--- src/rtl/alu_issue_stage.sv ---
// alu_issue_stage: two-stage issue/writeback wrapper around the external
// 16-bit combinational ALU (alu_16bit).
//   S1: accepts an operation, decodes the function code into ALU control
//       lines and drives registered operands/controls to the ALU.
//   S2: captures the ALU outputs, derives overflow / set-less-than / illegal
//       handling and presents a registered result downstream.
// Both stages use valid/ready with a combinational ready chain, so the
// pipeline sustains one operation per cycle and buffers exactly two under
// sustained downstream backpressure.

module alu_issue_stage #(
  parameter int TAG_W = 4
) (
  input  logic             clk,
  input  logic             rst_n,

  // Upstream (decode / operand fetch)
  input  logic             in_valid,
  output logic             in_ready,
  input  logic [15:0]      in_a,
  input  logic [15:0]      in_b,
  input  logic [3:0]       in_func,
  input  logic [TAG_W-1:0] in_tag,

  // External ALU
  output logic [15:0]      alu_a,
  output logic [15:0]      alu_b,
  output logic             alu_cin,
  output logic             alu_ainvert,
  output logic             alu_bnegate,
  output logic [2:0]       alu_op,
  input  logic [15:0]      alu_result,
  input  logic             alu_cout,
  input  logic             alu_zero,

  // Downstream (register-file writeback)
  output logic             out_valid,
  input  logic             out_ready,
  output logic [15:0]      out_result,
  output logic             out_cout,
  output logic             out_zero,
  output logic             out_overflow,
  output logic             out_err,
  output logic [TAG_W-1:0] out_tag
);

  // Function codes accepted on in_func; 7..15 are illegal.
  typedef enum logic [3:0] {
    FN_AND  = 4'd0,
    FN_OR   = 4'd1,
    FN_ADD  = 4'd2,
    FN_SUB  = 4'd3,
    FN_NOR  = 4'd4,
    FN_NAND = 4'd5,
    FN_SLT  = 4'd6
  } func_e;

  // ALU operation select encoding.
  typedef enum logic [2:0] {
    ALU_AND = 3'b000,
    ALU_OR  = 3'b001,
    ALU_ADD = 3'b010
  } alu_op_e;

  // ---------------------------------------------------------------------------
  // Stage registers
  // ---------------------------------------------------------------------------
  logic             r_s1_valid;
  logic [15:0]      r_s1_a;
  logic [15:0]      r_s1_b;
  logic [3:0]       r_s1_func;
  logic [TAG_W-1:0] r_s1_tag;
  logic             r_s1_ainvert;
  logic             r_s1_bnegate;
  logic             r_s1_cin;
  logic [2:0]       r_s1_op;
  logic             r_s1_illegal;

  logic             r_s2_valid;
  logic [15:0]      r_s2_result;
  logic             r_s2_cout;
  logic             r_s2_zero;
  logic             r_s2_overflow;
  logic             r_s2_err;
  logic [TAG_W-1:0] r_s2_tag;

  // ---------------------------------------------------------------------------
  // Handshake
  // ---------------------------------------------------------------------------
  logic w_s2_free;
  logic w_s1_load;
  logic w_s1_to_s2;

  // S2 can take new data when empty or when its result leaves this cycle;
  // S1 can take new data when empty or when it hands off to S2 this cycle.
  assign w_s2_free  = !r_s2_valid || out_ready;
  assign in_ready   = !r_s1_valid || w_s2_free;
  assign w_s1_load  = in_valid && in_ready;
  assign w_s1_to_s2 = r_s1_valid && w_s2_free;

  // ---------------------------------------------------------------------------
  // Function decode
  // ---------------------------------------------------------------------------
  logic       w_dec_ainvert;
  logic       w_dec_bnegate;
  logic       w_dec_cin;
  logic [2:0] w_dec_op;
  logic       w_dec_illegal;

  // Translate the function code into ALU control lines.
  always_comb begin
    // NOTE: every output of a combinational block gets a default before the
    // case so no path leaves it unassigned, which would infer a latch.
    w_dec_ainvert = 1'b0;
    w_dec_bnegate = 1'b0;
    w_dec_cin     = 1'b0;
    w_dec_op      = ALU_AND;
    w_dec_illegal = 1'b0;
    case (in_func)
      FN_AND: w_dec_op = ALU_AND;
      FN_OR:  w_dec_op = ALU_OR;
      FN_ADD: w_dec_op = ALU_ADD;
      FN_SUB, FN_SLT: begin
        // a + ~b + 1 = a - b; SLT reuses the subtract and inspects the sign.
        w_dec_bnegate = 1'b1;
        w_dec_cin     = 1'b1;
        w_dec_op      = ALU_ADD;
      end
      FN_NOR: begin
        // ~a & ~b = ~(a | b)
        w_dec_ainvert = 1'b1;
        w_dec_bnegate = 1'b1;
        w_dec_op      = ALU_AND;
      end
      FN_NAND: begin
        // ~a | ~b = ~(a & b)
        w_dec_ainvert = 1'b1;
        w_dec_bnegate = 1'b1;
        w_dec_op      = ALU_OR;
      end
      default: w_dec_illegal = 1'b1;
    endcase
  end

  // ---------------------------------------------------------------------------
  // Stage 1
  // ---------------------------------------------------------------------------

  // S1 occupancy: refilled (or emptied) whenever S1 is able to accept.
  always_ff @(posedge clk or negedge rst_n) begin
    if (!rst_n) begin
      r_s1_valid <= 1'b0;
    end else if (in_ready) begin
      // NOTE: clocked state is updated with non-blocking assignments so every
      // register samples pre-edge values, independent of block ordering.
      r_s1_valid <= in_valid;
    end
  end

  // S1 payload: loads only on an accepted operation, otherwise holds.
  always_ff @(posedge clk or negedge rst_n) begin
    if (!rst_n) begin
      // NOTE: payload is reset as well because the ALU control outputs and
      // the downstream result must read as zero during and after reset.
      r_s1_a       <= '0;
      r_s1_b       <= '0;
      r_s1_func    <= '0;
      r_s1_tag     <= '0;
      r_s1_ainvert <= 1'b0;
      r_s1_bnegate <= 1'b0;
      r_s1_cin     <= 1'b0;
      r_s1_op      <= '0;
      r_s1_illegal <= 1'b0;
    end else if (w_s1_load) begin
      r_s1_a       <= in_a;
      r_s1_b       <= in_b;
      r_s1_func    <= in_func;
      r_s1_tag     <= in_tag;
      r_s1_ainvert <= w_dec_ainvert;
      r_s1_bnegate <= w_dec_bnegate;
      r_s1_cin     <= w_dec_cin;
      r_s1_op      <= w_dec_op;
      r_s1_illegal <= w_dec_illegal;
    end
  end

  // The ALU always sees the S1 registers, valid or not.
  assign alu_a       = r_s1_a;
  assign alu_b       = r_s1_b;
  assign alu_cin     = r_s1_cin;
  assign alu_ainvert = r_s1_ainvert;
  assign alu_bnegate = r_s1_bnegate;
  assign alu_op      = r_s1_op;

  // ---------------------------------------------------------------------------
  // S2 result formation (combinational, from S1 registers and ALU outputs)
  // ---------------------------------------------------------------------------
  logic        w_ovf_add;
  logic        w_ovf_sub;
  logic        w_slt_bit;
  logic [15:0] w_s2_result;
  logic        w_s2_cout;
  logic        w_s2_zero;
  logic        w_s2_overflow;
  logic        w_s2_err;

  // Signed overflow uses the original operands, not the inverted ALU inputs.
  assign w_ovf_add = (r_s1_a[15] == r_s1_b[15]) && (alu_result[15] != r_s1_a[15]);
  assign w_ovf_sub = (r_s1_a[15] != r_s1_b[15]) && (alu_result[15] != r_s1_a[15]);
  // a < b (signed) is the sign of a-b corrected for overflow.
  assign w_slt_bit = alu_result[15] ^ w_ovf_sub;

  // Select the final result and flags according to the S1 function code.
  always_comb begin
    w_s2_result   = alu_result;
    w_s2_cout     = alu_cout;
    w_s2_zero     = alu_zero;
    w_s2_overflow = 1'b0;
    w_s2_err      = 1'b0;
    if (r_s1_illegal) begin
      w_s2_result = '0;
      w_s2_cout   = 1'b0;
      w_s2_zero   = 1'b1;
      w_s2_err    = 1'b1;
    end else begin
      case (r_s1_func)
        FN_ADD: w_s2_overflow = w_ovf_add;
        FN_SUB: w_s2_overflow = w_ovf_sub;
        FN_SLT: begin
          w_s2_result = {15'b0, w_slt_bit};
          w_s2_zero   = !w_slt_bit;
        end
        default: ;
      endcase
    end
  end

  // ---------------------------------------------------------------------------
  // Stage 2
  // ---------------------------------------------------------------------------

  // S2 occupancy: follows S1 whenever S2 is free, otherwise holds.
  always_ff @(posedge clk or negedge rst_n) begin
    if (!rst_n) begin
      r_s2_valid <= 1'b0;
    end else if (w_s2_free) begin
      r_s2_valid <= r_s1_valid;
    end
  end

  // S2 payload: loads only on an S1->S2 transfer so outputs hold under stall.
  always_ff @(posedge clk or negedge rst_n) begin
    if (!rst_n) begin
      r_s2_result   <= '0;
      r_s2_cout     <= 1'b0;
      r_s2_zero     <= 1'b0;
      r_s2_overflow <= 1'b0;
      r_s2_err      <= 1'b0;
      r_s2_tag      <= '0;
    end else if (w_s1_to_s2) begin
      r_s2_result   <= w_s2_result;
      r_s2_cout     <= w_s2_cout;
      r_s2_zero     <= w_s2_zero;
      r_s2_overflow <= w_s2_overflow;
      r_s2_err      <= w_s2_err;
      r_s2_tag      <= r_s1_tag;
    end
  end

  assign out_valid    = r_s2_valid;
  assign out_result   = r_s2_result;
  assign out_cout     = r_s2_cout;
  assign out_zero     = r_s2_zero;
  assign out_overflow = r_s2_overflow;
  assign out_err      = r_s2_err;
  assign out_tag      = r_s2_tag;

endmodule

--- config.mk ---
export PLATFORM = sky130hd
export DESIGN_NAME = alu_issue_stage
export DESIGN_NICKNAME = d
export VERILOG_FILES = /design/src/rtl/alu_issue_stage.sv
export SDC_FILE = /design/constraint.sdc
export NUM_CORES = 1
export LEC_CHECK = 0
export BUFFER_PORTS_ARGS = -buffer_cell sky130_fd_sc_hd__buf_2
export CAP_MARGIN = 20
export CORE_ASPECT_RATIO = 0.8
export CORE_UTILIZATION = 50
export CTS_CLUSTER_SIZE = 28
export DETAILED_ROUTE_END_ITERATION = 8
export PLACE_DENSITY = 0.87
export SKIP_CTS_REPAIR_TIMING = 1
export SKIP_LAST_GASP = 1
export SLEW_MARGIN = 20
export SYNTH_ARGS = -nofsm -noshare
export SYNTH_HDL_FRONTEND = slang
export SYNTH_SLANG_ARGS = --single-unit
--- constraint.sdc ---
create_clock -name clk -period 2.2 [get_ports clk]
set_input_delay 0.22 -clock clk [delete_from_list [all_inputs] [get_ports clk]]
set_output_delay 0.22 -clock clk [all_outputs]
set_load 0.01 [all_outputs]
Yosys cells after proc, flatten, opt, wreduce, memory -nomap -nowiden
Cells that the tools add are included.
{"block": "classes", "muxes": 13, "eq_ne": 12, "bitwise": 1, "reduce_logical": 16}
{"operator": "2-to-1 mux 16 bit", "n": 2}
{"operator": "equality test 4 x 2 -> 1 bit (second input constant)", "n": 4}
{"operator": "equality test 4 x 3 -> 1 bit (second input constant)", "n": 4}
{"operator": "2-to-1 mux 1 bit", "n": 9}
{"operator": "OR reduction 7 bit", "n": 1}
{"operator": "OR reduction 2 bit", "n": 3}
{"operator": "equality test 4 x 1 -> 1 bit (second input constant)", "n": 1}
{"operator": "logical AND 1 bit", "n": 4}
{"operator": "logical NOT 4 bit", "n": 1}
{"operator": "one-hot mux 2 bit (2 select lines)", "n": 1}
{"operator": "OR reduction 4 bit", "n": 1}
{"operator": "logical NOT 1 bit", "n": 3}
{"operator": "OR reduction 3 bit", "n": 1}
{"operator": "logical OR 1 bit", "n": 2}
{"operator": "!= test 1 bit", "n": 2}
{"operator": "one-hot mux 1 bit (2 select lines)", "n": 1}
{"operator": "equality test 1 bit", "n": 1}
{"operator": "bitwise XOR 1 bit", "n": 1}
{"block": "totals", "output_inout_bits": 64, "elab_cells": 59, "inputBits": 62, "reg_bits": 73}

Longest topological paths before layout
{"block": "depth", "depth_word": 6, "mapped_depth": 6, "mapped_depth_nobuf": 3}

Least setup slack after synthesis
Ideal clock, no wire load.
{"block": "synth_timing", "path_type": "reg2reg", "startpoint": "register r_s2_valid (netlist: out_valid)", "endpoint": "register r_s1_a[0] (netlist: alu_a[0])", "required_ps": 2075, "path_buffers": 1, "stages_incl_launch_ff": 5, "arrival_time_ps": 1211, "synth_period_minus_slack_ps": 1336, "slack_ps": 864, "path_cell_list": "dfrtp_1 nand3b_4 nand2_4 buf_6 mux2_2"}
{"block": "synth_between", "elab_chain_cells": 4}
{"item": "from (decl)", "line": "79", "rtl": "logic r_s2_valid;"}
{"item": "from (signal assigned)", "line": "247", "rtl": "r_s2_valid <= r_s1_valid;"}
{"item": "logical NOT 1 bit", "line": "96", "rtl": "assign w_s2_free = !r_s2_valid || out_ready;"}
{"item": "logical OR 1 bit", "line": "96"}
{"item": "logical OR 1 bit", "line": "97", "rtl": "assign in_ready = !r_s1_valid || w_s2_free;"}
{"item": "named net in_ready", "line": "19", "rtl": "output logic in_ready,"}
{"item": "logical AND 1 bit", "line": "98", "rtl": "assign w_s1_load = in_valid && in_ready;"}
{"item": "to (signal assigned)", "line": "175", "rtl": "r_s1_a <= in_a;"}
{"item": "to (decl)", "line": "69", "rtl": "logic [15:0] r_s1_a;"}
The timed path passes the listed nets, and every way through them passes these cells.
A chain may end at the register's enable or synchronous reset.

Worst setup path in the final report
{"block": "layout_timing", "startpoint": "register r_s2_valid (netlist: out_valid)", "endpoint": "register r_s1_b[14] (netlist: alu_b[14])"}
{"block": "layout_between", "elab_chain_cells": 4}
{"item": "logical NOT 1 bit", "line": "96"}
{"item": "logical OR 1 bit", "line": "96"}
{"item": "logical OR 1 bit", "line": "97"}
{"item": "logical AND 1 bit", "line": "98"}
{"item": "to (signal assigned)", "line": "176", "rtl": "r_s1_b <= in_b;"}
{"item": "to (decl)", "line": "70", "rtl": "logic [15:0] r_s1_b;"}
Every way passes these cells.

==> tab_implementation.tex <==
\begin{tabular}{lr}
\hline
Metric & Value \\
\hline
\multicolumn{2}{l}{\textbf{Run status}} \\
\quad Run status & complete, but fails checks \\
\quad Violations in the final reports & negative hold slack \\
\multicolumn{2}{l}{\textbf{Routing}} \\
\quad DRC violations left & 0 \\
\quad Post-detailed-route wirelength per cell & 14.33 um \\
\quad Number of nets still failing antenna checks after routing & 0 \\
\quad Overall via count from detail\_route & 2,111 \\
\quad DRC violation total after the first TritonRoute iteration & 87 \\
\quad Initial DRT Pass Iterations & 4 \\
\quad Per-cell via count in the routed design & 5.111 \\
\quad Post-detailed-routing wire length & 5.920 mm \\
\multicolumn{2}{l}{\textbf{Synth}} \\
\quad Ys flop type & sky130\_fd\_sc\_hd\_\_dfrtp\_1 \\
\quad Number of distinct standard cells referenced by the synthesized netlist & 33 \\
\quad Synthesized area per cell & 14.49 sq um \\
\quad Number of nets in the synthesized netlist & 268 \\
\quad Number of instances in the synthesized netlist & 206 \\
\quad FF+latch count, synth & 72 \\
\quad Asr flop ratio synth & 100.0\% \\
\quad Total of warnings raised by yosys & 0 \\
\quad Area of the mapped netlist & 2985 sq um \\
\quad Sequential share of the synthesized area & 60.35\% \\
\quad Number of enable-type register cells in the synthesized netlist & 0 \\
\multicolumn{2}{l}{\textbf{Timing}} \\
\quad Fin crit share & 71.59\% \\
\quad RSZ-0062 raised after global routing & false \\
\quad Final-layout setup total negative slack & 0 ps \\
\quad Maximum clock frequency & 634.9 MHz \\
\quad Worst clock skew & 6.542 ps \\
\quad Worst slew margin & 41.05\% \\
\quad Time the worst path needs with I/O delays and setup & 1575 ps \\
\quad Fin Hold WS & -5.088 ps \\
\quad Number of endpoints with negative hold slack in the final report & 3 \\
\quad Final setup violation count & 0 \\
\quad Pins Over Slew Limit & 0 \\
\quad Worst Max-Slew Pin Slew & 884.2 ps \\
\multicolumn{2}{l}{\textbf{Finish}} \\
\quad Layout-stage area growth over the synthesis result & 27.91\% \\
\quad Post-Layout Inst Area & 3819 sq um \\
\quad Area used by multi-input combinational logic & 1072 sq um \\
\quad Flip-flop and latch area & 1802 sq um \\
\quad Final layout net count & 392 \\
\quad Count of fill cells added during filler insertion & 431 \\
\quad Layout cells sized above 1 & 58.51\% \\
\quad Number of antenna diodes & 0 \\
\multicolumn{2}{l}{\textbf{Floorplan}} \\
\quad Starting density of the core & 53.45\% \\
\quad Horizontal die dimension & 88.39 um \\
\quad I/O Pins & 126 \\
\quad Chip Height & 71.12 um \\
\quad Row count & 24 \\
\quad Total die area & 6286 sq um \\
\quad Core box area & 5585 sq um \\
\multicolumn{2}{l}{\textbf{Worst setup path}} \\
\quad Timing startpoint of the critical path & out\_valid\$\_DFFE\_PN0P\_ \\
\quad Cell count along the critical path & 3 \\
\quad Endpoint class of the critical path & flop \\
\quad Worst path buffer plus inverter count & 0 \\
\quad Family with the most delay on the worst path & simple AND/OR/NAND/NOR gates \\
\quad Crit Path Class & reg -> reg \\
\quad R2r endpoint & alu\_b[14]\$\_DFFE\_PN0P\_ \\
\quad Number of cells on the worst reg-to-reg path & 3 \\
\quad Capture point of the critical path & alu\_b[14]\$\_DFFE\_PN0P\_ \\
\quad Worst flop-to-flop path startpoint & out\_valid\$\_DFFE\_PN0P\_ \\
\quad Arr. time, crit path & 1800 ps \\
\quad Critical Path Start Type & flop \\
\quad Maximum fanout count along the critical path & 45 \\
\quad Cell breakdown of the critical path & nand3b\_4, nand2\_4, mux2\_2 \\
\quad Slowest stage cell, crit path & sky130\_fd\_sc\_hd\_\_nand2\_4 \\
\quad Largest incremental delay on the critical path & 460 ps \\
\quad Register-to-Register Setup Slack & 620 ps \\
\quad Required time of the worst setup path & 2420 ps \\
\multicolumn{2}{l}{\textbf{Clocking}} \\
\quad Clock Tree Root & sky130\_fd\_sc\_hd\_\_clkbuf\_8 \\
\quad Clock-pin slew on the worst setup and hold paths & 80 ps \\
\quad Clock latency of the later-clocked register in the worst-skew pair & 340 ps \\
\quad Number of levels the H-tree was split into & 3 \\
\quad Number of CTS-inserted buffers & 9 \\
\quad Clock tree from TritonCTS & yes \\
\quad Max clock buf depth & 2 \\
\quad CTS Sinks & 72 \\
\multicolumn{2}{l}{\textbf{Placed design}} \\
\quad Placer congestion estimate & 0.7180 \\
\quad Port bufs & 124 \\
\quad Cell Area, Placed & 3613 sq um \\
\quad Post-DP HPWL & 4.197 mm \\
\multicolumn{2}{l}{\textbf{GRT}} \\
\quad Busiest grt layer & met2 \\
\quad GRT Resource Usage Total & 20.08\% \\
\quad Fraction of met1 tracks used by global routing & 24.24\% \\
\quad Met2 track utilization from global routing & 33.25\% \\
\quad Global routing met3 resource utilization & 7.935\% \\
\quad First-pass GRT wire length & 9.542 mm \\
\quad Largest net degree at the start of global routing & 73 \\
\quad Antenna violations before repair & 0 \\
\quad Aggregate global routing overflow & 0 \\
\quad Via count of the first global-routing pass & 2,114 \\
\multicolumn{2}{l}{\textbf{Power}} \\
\quad PwrDens & 883.1 nW/um\^{}2 \\
\quad Worst IR drop on VDD & 491.6 uV \\
\quad Static leakage & 1.865 nW \\
\multicolumn{2}{l}{\textbf{Hold path}} \\
\quad Type of the most critical hold path & in -> async \\
\multicolumn{2}{l}{\textbf{Flow run}} \\
\quad Total of max-cap violations & 0 \\
\hline
\end{tabular}
cells by family (layout without fill, tap and decap cells):
| family | Yosys count | count (layout) | synth area share (%) |
|---|---|---|---|
| AO/OA/AOI/OAI | 29 | 29 | 7.754 |
| XOR/XNOR | 5 | 5 | 1.467 |
| AND/OR/NAND/NOR | 36 | 36 | 8.089 |
| flip-flops | 72 | 72 | 60.35 |
| multiplexers | 49 | 49 | 18.48 |
| buffers and inverters | 14 | 143 | 3.730 |
| other | 1 | 1 | 0.1256 |
routing by layer:
layer,up-vias,part of all wire [%]
met3,6,8.7
met5,-,0
met4,0,0.61
met1,1025,44
met2,87,47
li1,993,-
layout by cell type (no fill, tap or decap), types with 3 or more instances in the layout:
master                      instances
sky130_fd_sc_hd__a21oi_1            3
sky130_fd_sc_hd__o21ai_0            3
sky130_fd_sc_hd__o2bb2ai_1         15
sky130_fd_sc_hd__xnor2_1            4
sky130_fd_sc_hd__clkbuf_8          10
sky130_fd_sc_hd__buf_4              3
sky130_fd_sc_hd__mux2_2            47
sky130_fd_sc_hd__a31oi_1            3
sky130_fd_sc_hd__nand3_1           15
sky130_fd_sc_hd__dfrtp_1           72
sky130_fd_sc_hd__nand2b_1           5
sky130_fd_sc_hd__buf_2            123
sky130_fd_sc_hd__nand2_1            3
sequential cells by signal, summed over array words and instances (netlist names), 2 cells and up:
name,flops
alu_b,16
alu_a,16
alu_op,2
out_result,16
r_s1_func,4
r_s1_tag,4
out_tag,4
cells in the mapped netlist, drive strengths merged, types with 2 or more instances:
| library cell | instances | share of area (%) |
|---|---|---|
| a21oi | 3 | 0.50 |
| a31oi | 3 | 0.63 |
| buf | 11 | 3.4 |
| clkbuf | 2 | 0.25 |
| dfrtp | 72 | 60 |
| mux2 | 49 | 18 |
| nand2 | 5 | 1.1 |
| nand2b | 5 | 1.0 |
| nand3 | 15 | 2.5 |
| nor2 | 2 | 0.25 |
| nor3b | 2 | 0.50 |
| o21ai | 3 | 0.50 |
| o2bb2ai | 15 | 4.4 |
| or2 | 2 | 0.42 |
| xnor2 | 4 | 1.2 |
through the flow:
stage	utilization [%]	power [W]	hold slack (ps)	worst slack, ps	instances
after floorplan	-	0.002053	-75.59	864.4	206
after global placement	64.70	0.002320	387.2	687.2	397
after detailed placement	64.70	0.002352	399.4	617.6	397
after CTS	68.37	0.003411	24.23	605.1	413
after global routing	68.37	0.003547	54.45	491.6	413
final	68.37	0.003372	-5.088	624.9	413
how the worst min path moves through the flow:
stage                     startpoint                          to  depth (start not counted)
after floorplan                rst_n        alu_a[0]$_DFFE_PN0P_                          0
after global placement         rst_n         out_err$_DFFE_PN0P_                          1
after detailed placement       rst_n  out_result[15]$_DFFE_PN0P_                          1
after CTS                      rst_n  out_result[15]$_DFFE_PN0P_                          1
after global routing           rst_n         out_err$_DFFE_PN0P_                          1
final                          rst_n      out_tag[1]$_DFFE_PN0P_                          1
power by group:
group          internal, W  total (W)  switching [W]
Sequential         0.00152    0.00163       0.000111
Combinational     0.000349   0.000688       0.000339
Clock             0.000558    0.00105       0.000497
Total              0.00243    0.00337       0.000947
cell type report:
class                      instances  area share, %
multi-input combinational        120          28.08
timing repair buffer             126          16.71
sequential                        72          47.18
clock buffer                      10          3.604
clock inverter                     6          1.769
inverter                           1        0.09830
tap                               78          2.556
Note: power is estimated with default switching activity, not from simulation.
